--- src/rtl/buscaminas_pkg.sv ---
// Shared types and constants for the Minesweeper player-side logic.
// Board geometry, cell layout, FSM states and neighbour offsets.
package buscaminas_pkg;

    localparam int N          = 8;
    localparam int CELDAS     = N * N;
    localparam int IDX_W      = 6;
    localparam int BOMBA_BIT  = 8;
    localparam int CUENTA_MSB = 3;

    typedef logic [8:0] celda_t;

    typedef enum logic [2:0] {
        IDLE,
        CHECK,
        POP,
        EXPAND,
        FINISH
    } estado_t;

    // Offsets are 2-bit two's complement: 11=-1, 00=0, 01=+1.
    // Direction order: NW, N, NE, W, E, SW, S, SE.
    function automatic logic [1:0] dir_df(input logic [2:0] d);
        unique case (d)
            3'd0, 3'd1, 3'd2: dir_df = 2'b11;
            3'd3, 3'd4:       dir_df = 2'b00;
            default:          dir_df = 2'b01;
        endcase
    endfunction

    function automatic logic [1:0] dir_dc(input logic [2:0] d);
        unique case (d)
            3'd0, 3'd3, 3'd5: dir_dc = 2'b11;
            3'd1, 3'd6:       dir_dc = 2'b00;
            default:          dir_dc = 2'b01;
        endcase
    endfunction

    function automatic logic es_cero(input celda_t c);
        es_cero = (c[CUENTA_MSB:0] == 4'd0);
    endfunction

endpackage

--- src/rtl/revelar_casillas_if.sv ---
// Command/status bundle between the player controls and the reveal engine.
// master drives commands and reads masks; slave is the engine.
interface revelar_casillas_if;
    import buscaminas_pkg::*;

    logic              start_game;
    logic              reveal_req;
    logic              flag_req;
    logic [2:0]        fila;
    logic [2:0]        columna;
    logic              busy;
    logic              done;
    logic [CELDAS-1:0] revelada;
    logic [CELDAS-1:0] bandera;
    logic              perdio;
    logic              gano;
    logic [6:0]        reveladas_cnt;

    modport master (
        output start_game, reveal_req, flag_req, fila, columna,
        input  busy, done, revelada, bandera, perdio, gano,
        input  reveladas_cnt
    );

    modport slave (
        input  start_game, reveal_req, flag_req, fila, columna,
        output busy, done, revelada, bandera, perdio, gano,
        output reveladas_cnt
    );

endinterface

--- src/rtl/revelar_casillas_pila.sv ---
// LIFO of cell indices used by the flood-fill.
// dout always shows the top entry; pop only moves the pointer.
module pila_indices
    import buscaminas_pkg::*;
#(
    parameter int PILA_DEPTH = 64
) (
    input  logic                              clk,
    input  logic                              reset,
    input  logic                              push,
    input  logic                              pop,
    input  logic [IDX_W-1:0]                  din,
    output logic [IDX_W-1:0]                  dout,
    output logic                              empty,
    output logic [$clog2(PILA_DEPTH+1)-1:0]   count
);

    localparam int PW = $clog2(PILA_DEPTH + 1);
    localparam int AW = $clog2(PILA_DEPTH);

    logic [IDX_W-1:0] mem [PILA_DEPTH];
    logic [PW-1:0]    ptr;

    always_ff @(posedge clk or posedge reset) begin
        if (reset) begin
            ptr <= '0;
        end else if (push) begin
            ptr <= ptr + PW'(1);
        end else if (pop && ptr != '0) begin
            ptr <= ptr - PW'(1);
        end
    end

    always_ff @(posedge clk) begin
        if (push) begin
            mem[AW'(ptr)] <= din;
        end
    end

    assign dout  = mem[AW'(ptr - PW'(1))];
    assign empty = (ptr == '0);
    assign count = ptr;

endmodule

--- src/rtl/revelar_casillas.sv ---
// Reveal/flag engine over a finished 8x8 Minesweeper board.
// Flood-fills zero regions with an index stack; tracks win/loss.
module revelar_casillas
    import buscaminas_pkg::*;
#(
    parameter int PILA_DEPTH = 64
) (
    input  logic                       clk,
    input  logic                       reset,
    input  celda_t [N-1:0][N-1:0]      matrizEntrada,
    revelar_casillas_if.slave          bus
);

    localparam int PW = $clog2(PILA_DEPTH + 1);

    estado_t           estado, sig;
    logic [IDX_W-1:0]  idx, cur, nb_idx, fidx, push_d, pila_q;
    logic [2:0]        dir;
    logic [CELDAS-1:0] revelada, bandera, bombas;
    logic [6:0]        cnt, total_bombas, bomb_pop;
    logic              perdio, gano, activo;
    logic              push_w, push, pop, pila_vacia;
    logic [PW-1:0]     pila_cnt;
    logic [1:0]        df, dc;
    logic [3:0]        nb_f, nb_c;
    logic              nb_ok;
    celda_t            c_idx, c_nb;

    assign activo = !perdio && !gano;
    assign fidx   = {bus.fila, bus.columna};
    assign c_idx  = matrizEntrada[idx[5:3]][idx[2:0]];

    always_comb begin
        bombas   = '0;
        bomb_pop = '0;
        for (int i = 0; i < CELDAS; i++) begin
            bombas[6'(i)] = matrizEntrada[3'(i / N)][3'(i % N)][BOMBA_BIT];
            bomb_pop      = bomb_pop + 7'(bombas[6'(i)]);
        end
    end

    // Out-of-range rows/columns (-1 or 8) both land with bit 3 set.
    assign df     = dir_df(dir);
    assign dc     = dir_dc(dir);
    assign nb_f   = {1'b0, cur[5:3]} + {{2{df[1]}}, df};
    assign nb_c   = {1'b0, cur[2:0]} + {{2{dc[1]}}, dc};
    assign nb_idx = {nb_f[2:0], nb_c[2:0]};
    assign c_nb   = matrizEntrada[nb_f[2:0]][nb_c[2:0]];
    assign nb_ok  = !nb_f[3] && !nb_c[3] && !revelada[nb_idx]
                    && !bandera[nb_idx] && !c_nb[BOMBA_BIT];

    always_ff @(posedge clk or posedge reset) begin
        if (reset) estado <= IDLE;
        else       estado <= sig;
    end

    always_comb begin
        sig    = estado;
        push_w = 1'b0;
        pop    = 1'b0;
        push_d = idx;
        unique case (estado)
            IDLE: begin
                if (!bus.start_game && bus.reveal_req && activo)
                    sig = CHECK;
            end
            CHECK: begin
                if (revelada[idx] || bandera[idx] || c_idx[BOMBA_BIT]) begin
                    sig = FINISH;
                end else if (es_cero(c_idx)) begin
                    push_w = 1'b1;
                    sig    = POP;
                end else begin
                    sig = FINISH;
                end
            end
            POP: begin
                if (pila_vacia) begin
                    sig = FINISH;
                end else begin
                    pop = 1'b1;
                    sig = EXPAND;
                end
            end
            EXPAND: begin
                if (nb_ok && es_cero(c_nb)) begin
                    push_w = 1'b1;
                    push_d = nb_idx;
                end
                if (dir == 3'd7) sig = POP;
            end
            FINISH:  sig = IDLE;
            default: sig = IDLE;
        endcase
    end

    assign push = push_w && (pila_cnt != PW'(PILA_DEPTH));

    always_ff @(posedge clk or posedge reset) begin
        if (reset) begin
            revelada     <= '0;
            bandera      <= '0;
            perdio       <= 1'b0;
            gano         <= 1'b0;
            cnt          <= '0;
            total_bombas <= '0;
            idx          <= '0;
            cur          <= '0;
            dir          <= '0;
        end else begin
            unique case (estado)
                IDLE: begin
                    if (bus.start_game) begin
                        revelada     <= '0;
                        bandera      <= '0;
                        perdio       <= 1'b0;
                        gano         <= 1'b0;
                        cnt          <= '0;
                        total_bombas <= bomb_pop;
                    end else if (bus.reveal_req && activo) begin
                        idx <= fidx;
                    end else if (bus.flag_req && activo && !revelada[fidx]) begin
                        bandera[fidx] <= !bandera[fidx];
                    end
                end
                CHECK: begin
                    if (!revelada[idx] && !bandera[idx]) begin
                        if (c_idx[BOMBA_BIT]) begin
                            revelada <= revelada | bombas;
                            perdio   <= 1'b1;
                        end else begin
                            revelada[idx] <= 1'b1;
                            cnt           <= cnt + 7'd1;
                        end
                    end
                end
                POP: begin
                    if (!pila_vacia) begin
                        cur <= pila_q;
                        dir <= '0;
                    end
                end
                EXPAND: begin
                    if (nb_ok) begin
                        revelada[nb_idx] <= 1'b1;
                        cnt              <= cnt + 7'd1;
                    end
                    dir <= dir + 3'd1;
                end
                FINISH: begin
                    if (!perdio && cnt == 7'(CELDAS) - total_bombas)
                        gano <= 1'b1;
                end
                default: ;
            endcase
        end
    end

    pila_indices #(
        .PILA_DEPTH (PILA_DEPTH)
    ) u_pila (
        .clk   (clk),
        .reset (reset),
        .push  (push),
        .pop   (pop),
        .din   (push_d),
        .dout  (pila_q),
        .empty (pila_vacia),
        .count (pila_cnt)
    );

    assign bus.busy          = (estado != IDLE);
    assign bus.done          = (estado == FINISH);
    assign bus.revelada      = revelada;
    assign bus.bandera       = bandera;
    assign bus.perdio        = perdio;
    assign bus.gano          = gano;
    assign bus.reveladas_cnt = cnt;

endmodule

--- src/flat_wrapper.sv ---
// flat-port wrapper written by rule: the top's interface ports become plain ports
module revelar_casillas_flat import buscaminas_pkg::*;
#(
    parameter int PILA_DEPTH = 64
)
  (clk, reset, matrizEntrada, bus_start_game, bus_reveal_req, bus_flag_req, bus_fila, bus_columna, bus_busy, bus_done, bus_revelada, bus_bandera, bus_perdio, bus_gano, bus_reveladas_cnt);
  revelar_casillas_if bus_i ();
  input  logic clk;
  input  logic reset;
  input  celda_t [N-1:0][N-1:0] matrizEntrada;
  input wire logic [$bits(bus_i.start_game)-1:0] bus_start_game;
  input wire logic [$bits(bus_i.reveal_req)-1:0] bus_reveal_req;
  input wire logic [$bits(bus_i.flag_req)-1:0] bus_flag_req;
  input wire logic [$bits(bus_i.fila)-1:0] bus_fila;
  input wire logic [$bits(bus_i.columna)-1:0] bus_columna;
  output wire logic [$bits(bus_i.busy)-1:0] bus_busy;
  output wire logic [$bits(bus_i.done)-1:0] bus_done;
  output wire logic [$bits(bus_i.revelada)-1:0] bus_revelada;
  output wire logic [$bits(bus_i.bandera)-1:0] bus_bandera;
  output wire logic [$bits(bus_i.perdio)-1:0] bus_perdio;
  output wire logic [$bits(bus_i.gano)-1:0] bus_gano;
  output wire logic [$bits(bus_i.reveladas_cnt)-1:0] bus_reveladas_cnt;
  assign bus_i.start_game = bus_start_game;
  assign bus_i.reveal_req = bus_reveal_req;
  assign bus_i.flag_req = bus_flag_req;
  assign bus_i.fila = bus_fila;
  assign bus_i.columna = bus_columna;
  assign bus_busy = bus_i.busy;
  assign bus_done = bus_i.done;
  assign bus_revelada = bus_i.revelada;
  assign bus_bandera = bus_i.bandera;
  assign bus_perdio = bus_i.perdio;
  assign bus_gano = bus_i.gano;
  assign bus_reveladas_cnt = bus_i.reveladas_cnt;
  revelar_casillas #(.PILA_DEPTH(PILA_DEPTH)) u_core (.clk(clk), .reset(reset), .matrizEntrada(matrizEntrada), .bus(bus_i));
endmodule
--- config.mk ---
export PLATFORM = sky130hd
export DESIGN_NAME = revelar_casillas_flat
export DESIGN_NICKNAME = d
export VERILOG_FILES = /design/src/rtl/buscaminas_pkg.sv /design/src/rtl/revelar_casillas_if.sv /design/src/rtl/revelar_casillas_pila.sv /design/src/rtl/revelar_casillas.sv /design/src/flat_wrapper.sv
export SDC_FILE = /design/constraint.sdc
export NUM_CORES = 1
export LEC_CHECK = 0
export CORE_AREA = 5 5 281 283
export DETAILED_ROUTE_END_ITERATION = 10
export DIE_AREA = 0 0 286 288
export PLACE_DENSITY = 0.71
export SYNTH_ARGS = -nofsm -noshare
export SYNTH_HDL_FRONTEND = slang
export SYNTH_SLANG_ARGS = --single-unit
export TNS_END_PERCENT = 5
--- constraint.sdc ---
create_clock -name clk -period 8.1 [get_ports clk]
set_input_delay 1.215 -clock clk [delete_from_list [all_inputs] [get_ports clk]]
set_output_delay 1.215 -clock clk [all_outputs]
set_load 0.02 [all_outputs]
Word level (Yosys, flattened, before mapping) --
Memory sizes are Yosys's and may differ from the RTL's. A register that Yosys moved wholly into a read port is not among the register bits. Index checks and enable logic that the tools add are counted.
Word-level totals: bits in registers 156, word-level logic and storage cells 180, RAM bits 384, memories 1, bits of input ports 587
Cells by class: muxes and demuxes 68, reduce and logical (&&, ||, !) cells 58, bitwise operators 5, magnitude comparators 10, add/sub/neg operators 6, eq/ne operators 23
Memory list:
- u_core.u_pila.mem | depth 64, bits a word 6, rd ports 1, clocked after memory_dff 1, wr ports 1, line revelar_casillas_pila.sv:21 | logic [IDX_W-1:0] mem [PILA_DEPTH];
Operators by type and width (count):
- $mux W64 | 7
- $bmux W72 S3 | 2
- $pmux W64 S3 | 1
- $mux W72 | 2
- $or A64 B64 Y64 | 2
- $bwmux W64 | 1
- $or A64 B32 Y64 | 1
- $bmux W9 S3 | 2
- $mux W7 | 6
- $bmux W1 S6 | 6
- $lt A6 B7 Y1 const B | 3
- $pmux W7 S3 | 1
- $mux W1 | 20
- $demux W1 S6 | 3
- $ge A6 B1 Y1 const B | 3
- $logic_and A1 B1 Y1 | 18
- $mux W3 | 6
- $mux W9 | 2
- $lt A3 B4 Y1 const B | 4
- $eq A3 B3 Y1 const B | 5
- $add A7 B1 Y7 const B | 2
- $eq A3 B2 Y1 const B | 4
- $logic_not A1 Y1 | 12
- $mux W6 | 2
- 26 further kinds | 55

Depth between registers and ports, before layout --
depth in word-level cells 16, mapped depth 22, mapped depth without buffers 17

Cells and area by module --
From an unflattened synthesis, not the netlist that was laid out.
Second synthesis, totals: cell total of the unflattened synthesis 2772, area total of the unflattened synthesis 30844.6 sq um
By module, submodules not included:
- pila_indices | cells each 844, sequential area each 11706.2 sq um, area an instance 15755.1 sq um, instances 1
- revelar_casillas | cells each 1928, sequential area each 3878.7 sq um, area an instance 15089.5 sq um, instances 1

Worst setup path before layout --
Ideal clock, no wire load.
path type reg-to-reg, start point register u_core.dir[0], end point memory u_core.u_pila.mem[0][0], data pin, setup time 0.702 ns, data required time 7.398 ns, setup slack 1.089 ns, arrival time 6.309 ns, path buffers 5, stages on the path, launching flop included 20, cells stage by stage dfrtp_1 inv_1 ha_1 nor3_1 and3_1 a21oi_1 ha_1 fa_1 xor2_2 buf_2 buf_4 buf_2 buf_2 nand2_1 o221ai_1 a311oi_1 o32ai_1 nor4_2 clkbuf_1 o21ai_0
On the way: cells in the longest elaborated chain, start to end 13, elaborated cells between the ends (all ways) 36, classes of those cells add/sub: 2; eq/ne: 6; mux: 12; reduce/logical: 16
RTL lines:
- start, declared | line revelar_casillas.sv:18 | logic [2:0] dir;
- start signal, assigned | line revelar_casillas.sv:148 | dir <= dir + 3'd1;
- $eq A3 B2 Y1 (tied with other cells) | line buscaminas_pkg.sv:24, buscaminas_pkg.sv:32
- $reduce_or A3 Y1 (tied with other cells) | line buscaminas_pkg.sv:32 | unique case (d)
- $pmux W2 S2 (on tied branches) | line buscaminas_pkg.sv:32, buscaminas_pkg.sv:24
- $add A3 B4 Y4 (on tied branches) | line revelar_casillas.sv:46, revelar_casillas.sv:45
- $bmux W1 S6 / $bmux W72 S3 (equally long branches) | line revelar_casillas.sv:49, revelar_casillas.sv:48
- $mux W1 (implied by the code) / $mux W72 (equally long branches) | line revelar_casillas.sv:49, revelar_casillas.sv:48
- $logic_not A1 Y1 / $bmux W9 S3 (equally long branches) | line revelar_casillas.sv:49, revelar_casillas.sv:48
- $logic_and A1 B1 Y1 / $mux W9 (equally long branches) | line revelar_casillas.sv:49, revelar_casillas.sv:48
- $logic_and A1 B1 Y1 / $logic_not A1 Y1 (equally long branches) | line revelar_casillas.sv:50 | && !bandera[nb_idx] && !c_nb[BOMBA_BIT];
- $logic_and A1 B1 Y1 | line revelar_casillas.sv:50
- $logic_and A1 B1 Y1 | line revelar_casillas.sv:86 | if (nb_ok && es_cero(c_nb)) begin
- $mux W6 (*) | line revelar_casillas.sv:86
- $mux W6 (*) | line revelar_casillas.sv:62 | unique case (estado)
- named net u_core.push_d[0] | line revelar_casillas.sv:17 | logic [IDX_W-1:0] idx, cur, nb_idx, fidx, push_d, pila_q;
- end, declared | line revelar_casillas_pila.sv:21
Mark *: on every way through the listed nets, which the timed path passes. The rest lies on a longest branch. The select of a mux whose other input is x is not followed.

Final worst setup path --
start point register u_core.dir[0], end point memory u_core.u_pila.mem[21][5], enable pin
On the way: cells in the longest elaborated chain, start to end 16, elaborated cells between the ends (all ways) 39, classes of those cells add/sub: 2; eq/ne: 6; mux: 14; reduce/logical: 17
RTL lines:
- $eq A3 B2 Y1 (tied with other cells) | line buscaminas_pkg.sv:24, buscaminas_pkg.sv:32
- $reduce_or A3 Y1 (tied with other cells) | line buscaminas_pkg.sv:32
- $pmux W2 S2 (on tied branches) | line buscaminas_pkg.sv:32, buscaminas_pkg.sv:24
- $add A3 B4 Y4 (on tied branches) | line revelar_casillas.sv:46, revelar_casillas.sv:45
- $bmux W1 S6 / $bmux W72 S3 (equally long branches) | line revelar_casillas.sv:49, revelar_casillas.sv:48
- $mux W1 (implied by the code) / $mux W72 (equally long branches) | line revelar_casillas.sv:49, revelar_casillas.sv:48
- $logic_not A1 Y1 / $bmux W9 S3 (equally long branches) | line revelar_casillas.sv:49, revelar_casillas.sv:48
- $logic_and A1 B1 Y1 / $mux W9 (equally long branches) | line revelar_casillas.sv:49, revelar_casillas.sv:48
- $logic_and A1 B1 Y1 / $logic_not A1 Y1 (equally long branches) | line revelar_casillas.sv:50
- $logic_and A1 B1 Y1 | line revelar_casillas.sv:50
- $logic_and A1 B1 Y1 (*) | line revelar_casillas.sv:86
- $mux W1 (*) | line revelar_casillas.sv:86
- $pmux W1 S2 (*) | line revelar_casillas.sv:62
- $logic_and A1 B1 Y1 (*) | line revelar_casillas.sv:97 | assign push = push_w && (pila_cnt != PW'(PILA_DEPTH));
- $mux W1 (*) | line revelar_casillas_pila.sv:35 | if (push) begin
- $mux W1 (implied by the code) (*) | line revelar_casillas_pila.sv:36 | mem[AW'(ptr)] <= din;
Mark *: on every way between the ends. The rest lies on a longest branch, timed or not. The select of a mux whose other input is x is not followed.

==> results.sh <==
export IMPL_route_detailed_drc=0
export IMPL_leakage_nw=13.0
export IMPL_wirelength_mm=132
export IMPL_synth_edf_count=384
export IMPL_ys_warn_count=0
export IMPL_r2r_start="u_core.dir[0]"
export IMPL_final_common_cell="clkdlybuf4s50_1"
export IMPL_grt_pass1_wl_mm=188
export IMPL_cts_root_buf="clkbuf_16"
export IMPL_grtUsageTotal_pct=30.6
export IMPL_ys_types=83
export IMPL_drv_cap=0
export IMPL_grt_pass1_vias=26469
export IMPL_ir_drop_uv=341
export IMPL_fin_crit_sh_pct=86.9
export IMPL_overflow=0
export IMPL_skew_ps=32.7
export IMPL_nets=3737
export IMPL_crit_fanout=21
export IMPL_first_pass_iters=6
export IMPL_initial_core_util_pct=39.8
export IMPL_setup_viol=0
export IMPL_post_cts_buffers=0
export IMPL_cts_hold_buffers=0
export IMPL_fmax_mhz=142
export IMPL_port_buffers=469
export IMPL_start_kind="flop"
export IMPL_cp_data_arrival_time_ps=7310
export IMPL_hold_start="u_core.u_pila.count[6]"
export IMPL_layout_drive_gt1_share_pct=12.8
export IMPL_synth_avg_cell_area_um2=11.2
export IMPL_vias=27839
export IMPL_r2r_end="u_core.u_pila.mem[21][5]"
export IMPL_ys_ff_latch=546
export IMPL_vias_per_cell=6.66
export IMPL_min_path_type="reg2reg"
export IMPL_gp_congestion=1.06
export IMPL_die_h_um=288
export IMPL_rows=102
export IMPL_ff2ff_path_depth=20
export IMPL_htreeDepth=2
export IMPL_layout_common_cells="468 x clkdlybuf4s50_1, 384 x edfxtp_1, 285 x o21ai_0"
export IMPL_die_area_um2=82400
export IMPL_hpwlAfterDp_mm=94.6
export IMPL_cts_buffers=55
export IMPL_syn_area_um2=30400
export IMPL_crit_type="reg2reg"
export IMPL_clock_sinks=546
export IMPL_synthFlopType="edfxtp_1"
export IMPL_status="finished, final reports clean"
export IMPL_hold_viol=0
export IMPL_slew_violations=0
export IMPL_powerDensity_nw_per_um2=426
export IMPL_min_period_ps=7040
export IMPL_worstHoldPathCells=1
export IMPL_r2r_slack_ps=1060
export IMPL_wl_per_cell_um=31.6
export IMPL_cts_tree="yes"
export IMPL_clock_latency_ps=640
export IMPL_syn_inst=2723
export IMPL_synth_yosys_seq_area_share_pct=51.2
export IMPL_async_reset_ff_share_pct=29.7
export IMPL_required_ps=8370
export IMPL_slew_headroom_pct=17.6
export IMPL_area_growth_pct=26.0
export IMPL_synth_nets=3329
export IMPL_cp_end_kind="flop"
export IMPL_grt_max_degree=66
export IMPL_die_w_um=286
export IMPL_setup_tns_ps=0
export IMPL_fin_area_um2=38400
export IMPL_drt_iter0_markers=4725
export IMPL_core_um2=76400
export IMPL_cts_resized=0
export IMPL_antenna_left=0
export IMPL_cts_buffer_depth=3
export IMPL_cts_clk_slew_worst_paths_ps=60
export IMPL_rsz0062_at_grt="false"
export IMPL_min_to="u_core.u_pila.count[6]"
export IMPL_antenna_found_initial=17
export IMPL_worst_slew_pin_slew_ps=1240
export IMPL_placed_cell_area_um2=36400
export IMPL_io_pins=726
[layout make-up]
type | count | area [µm²]
fillers | 6736 | 38100
flip-flops and latches | 546 | 15600
inverters | 23 | 91.3
diodes | 12 | 30.0
multi-input cells | 1942 | 14100
well taps | 988 | 1240
clock buffers | 66 | 1470
repair buffers | 563 | 5400
clock inverters | 38 | 419
[synth_stat cells (17+ instances only)]
cell,number,area [µm²]
a211oi_1,22,165
a21oi_1,259,1300
a221oi_1,19,166
a22o_1,19,166
a22oi_1,63,473
a31oi_1,28,175
and2_1,39,244
and3_1,17,106
buf_1,26,97.6
buf_2,50,250
clkbuf_1,132,495
dfrtp_1,162,4050
edfxtp_1,384,11500
ha_1,17,213
inv_1,19,71.3
mux2_2,25,282
mux2i_1,79,791
mux4_2,145,3270
nand2_1,167,627
nand3_1,55,275
nor2_1,209,785
nor2b_1,49,307
nor3_1,111,556
nor4_1,50,313
o21ai_0,290,1450
o22ai_1,39,244
[flip-flops by register name, summed over array words and instances, names as in the netlist]
register and flops:
u_core.bus.bandera 64, u_core.bus.gano 1, u_core.estado 3, u_core.u_pila.mem 384, u_core.cur 6, u_core.bus.perdio 1
u_core.idx 6, u_core.bus.revelada 64, u_core.bus.reveladas_cnt 7, u_core.u_pila.count 7, u_core.dir 3
[power by group]
group	internal, mW	switching [mW]	leakage [nW]
clock	1.50	1.14	0.916
sequential	3.46	0.578	5.66
combinational	3.37	6.26	6.45
total	8.33	7.99	13.0
[worst max path at each step]
stage / startpoint / to / cells past startpoint
floorplan: u_core.dir[0] / u_core.u_pila.mem[0][0] / 19
global placement: u_core.dir[0] / u_core.u_pila.mem[14][1] / 20
detailed placement: u_core.dir[0] / u_core.u_pila.mem[23][3] / 20
CTS: u_core.dir[0] / u_core.u_pila.mem[23][4] / 20
global route: u_core.dir[0] / u_core.u_pila.mem[14][3] / 19
finish: u_core.dir[0] / u_core.u_pila.mem[21][5] / 20
[logic make-up (layout without fill, tap and decap cells)]
logic type | count (synthesis) | in the layout | synth area share [%]
AND/OR/NAND/NOR | 793 | 793 | 12.9
other | 0 | 12 | 0
adder cells (fa/ha/maj) | 19 | 19 | 0.831
multiplexers | 249 | 249 | 14.3
flip-flops | 546 | 546 | 51.2
AO/OA/AOI/OAI | 865 | 865 | 17.1
buffers and inverters | 235 | 690 | 3.15
XOR/XNOR | 16 | 16 | 0.510
[stage by stage]
step / std cells / hold slack (ps) / worst slack, ps / util, % / power, mW
CTS: 4166 / 484 / 1180 / 50.1 / 15.9
finish: 4178 / 487 / 1060 / 50.2 / 16.3
global route: 4175 / 492 / 720 / 50.2 / 16.8
floorplan: 2723 / 446 / 1090 / - / 9.62
global placement: 4062 / 466 / 1260 / 47.7 / 13.2
detailed placement: 4062 / 476 / 1180 / 47.7 / 13.3
[layer usage]
metal | track usage (%) | vias up | share of wire, %
li1 | - | 11502 | -
met1 | 38.3 | 13466 | 35
met2 | 48.3 | 2286 | 45
met3 | 6.82 | 579 | 11
met4 | 19.7 | 6 | 8.4
met5 | 0 | - | 0.029
[critical path: stages, from the launching register on]
cell	delay [ps]
dfrtp_1	410
inv_1	80
ha_1	220
nor2b_1	130
a211oi_1	390
nand2_1	160
ha_4	200
fa_1	470
xor2_2	140
buf_4	350
nor2_1	240
buf_4	250
a22o_1	180
a222oi_1	560
nand4_1	170
or4_1	710
nor4_4	360
buf_4	320
a21oi_4	140
nor4b_2	570
nor2b_1	600
Power figures use the tool's default switching activity.
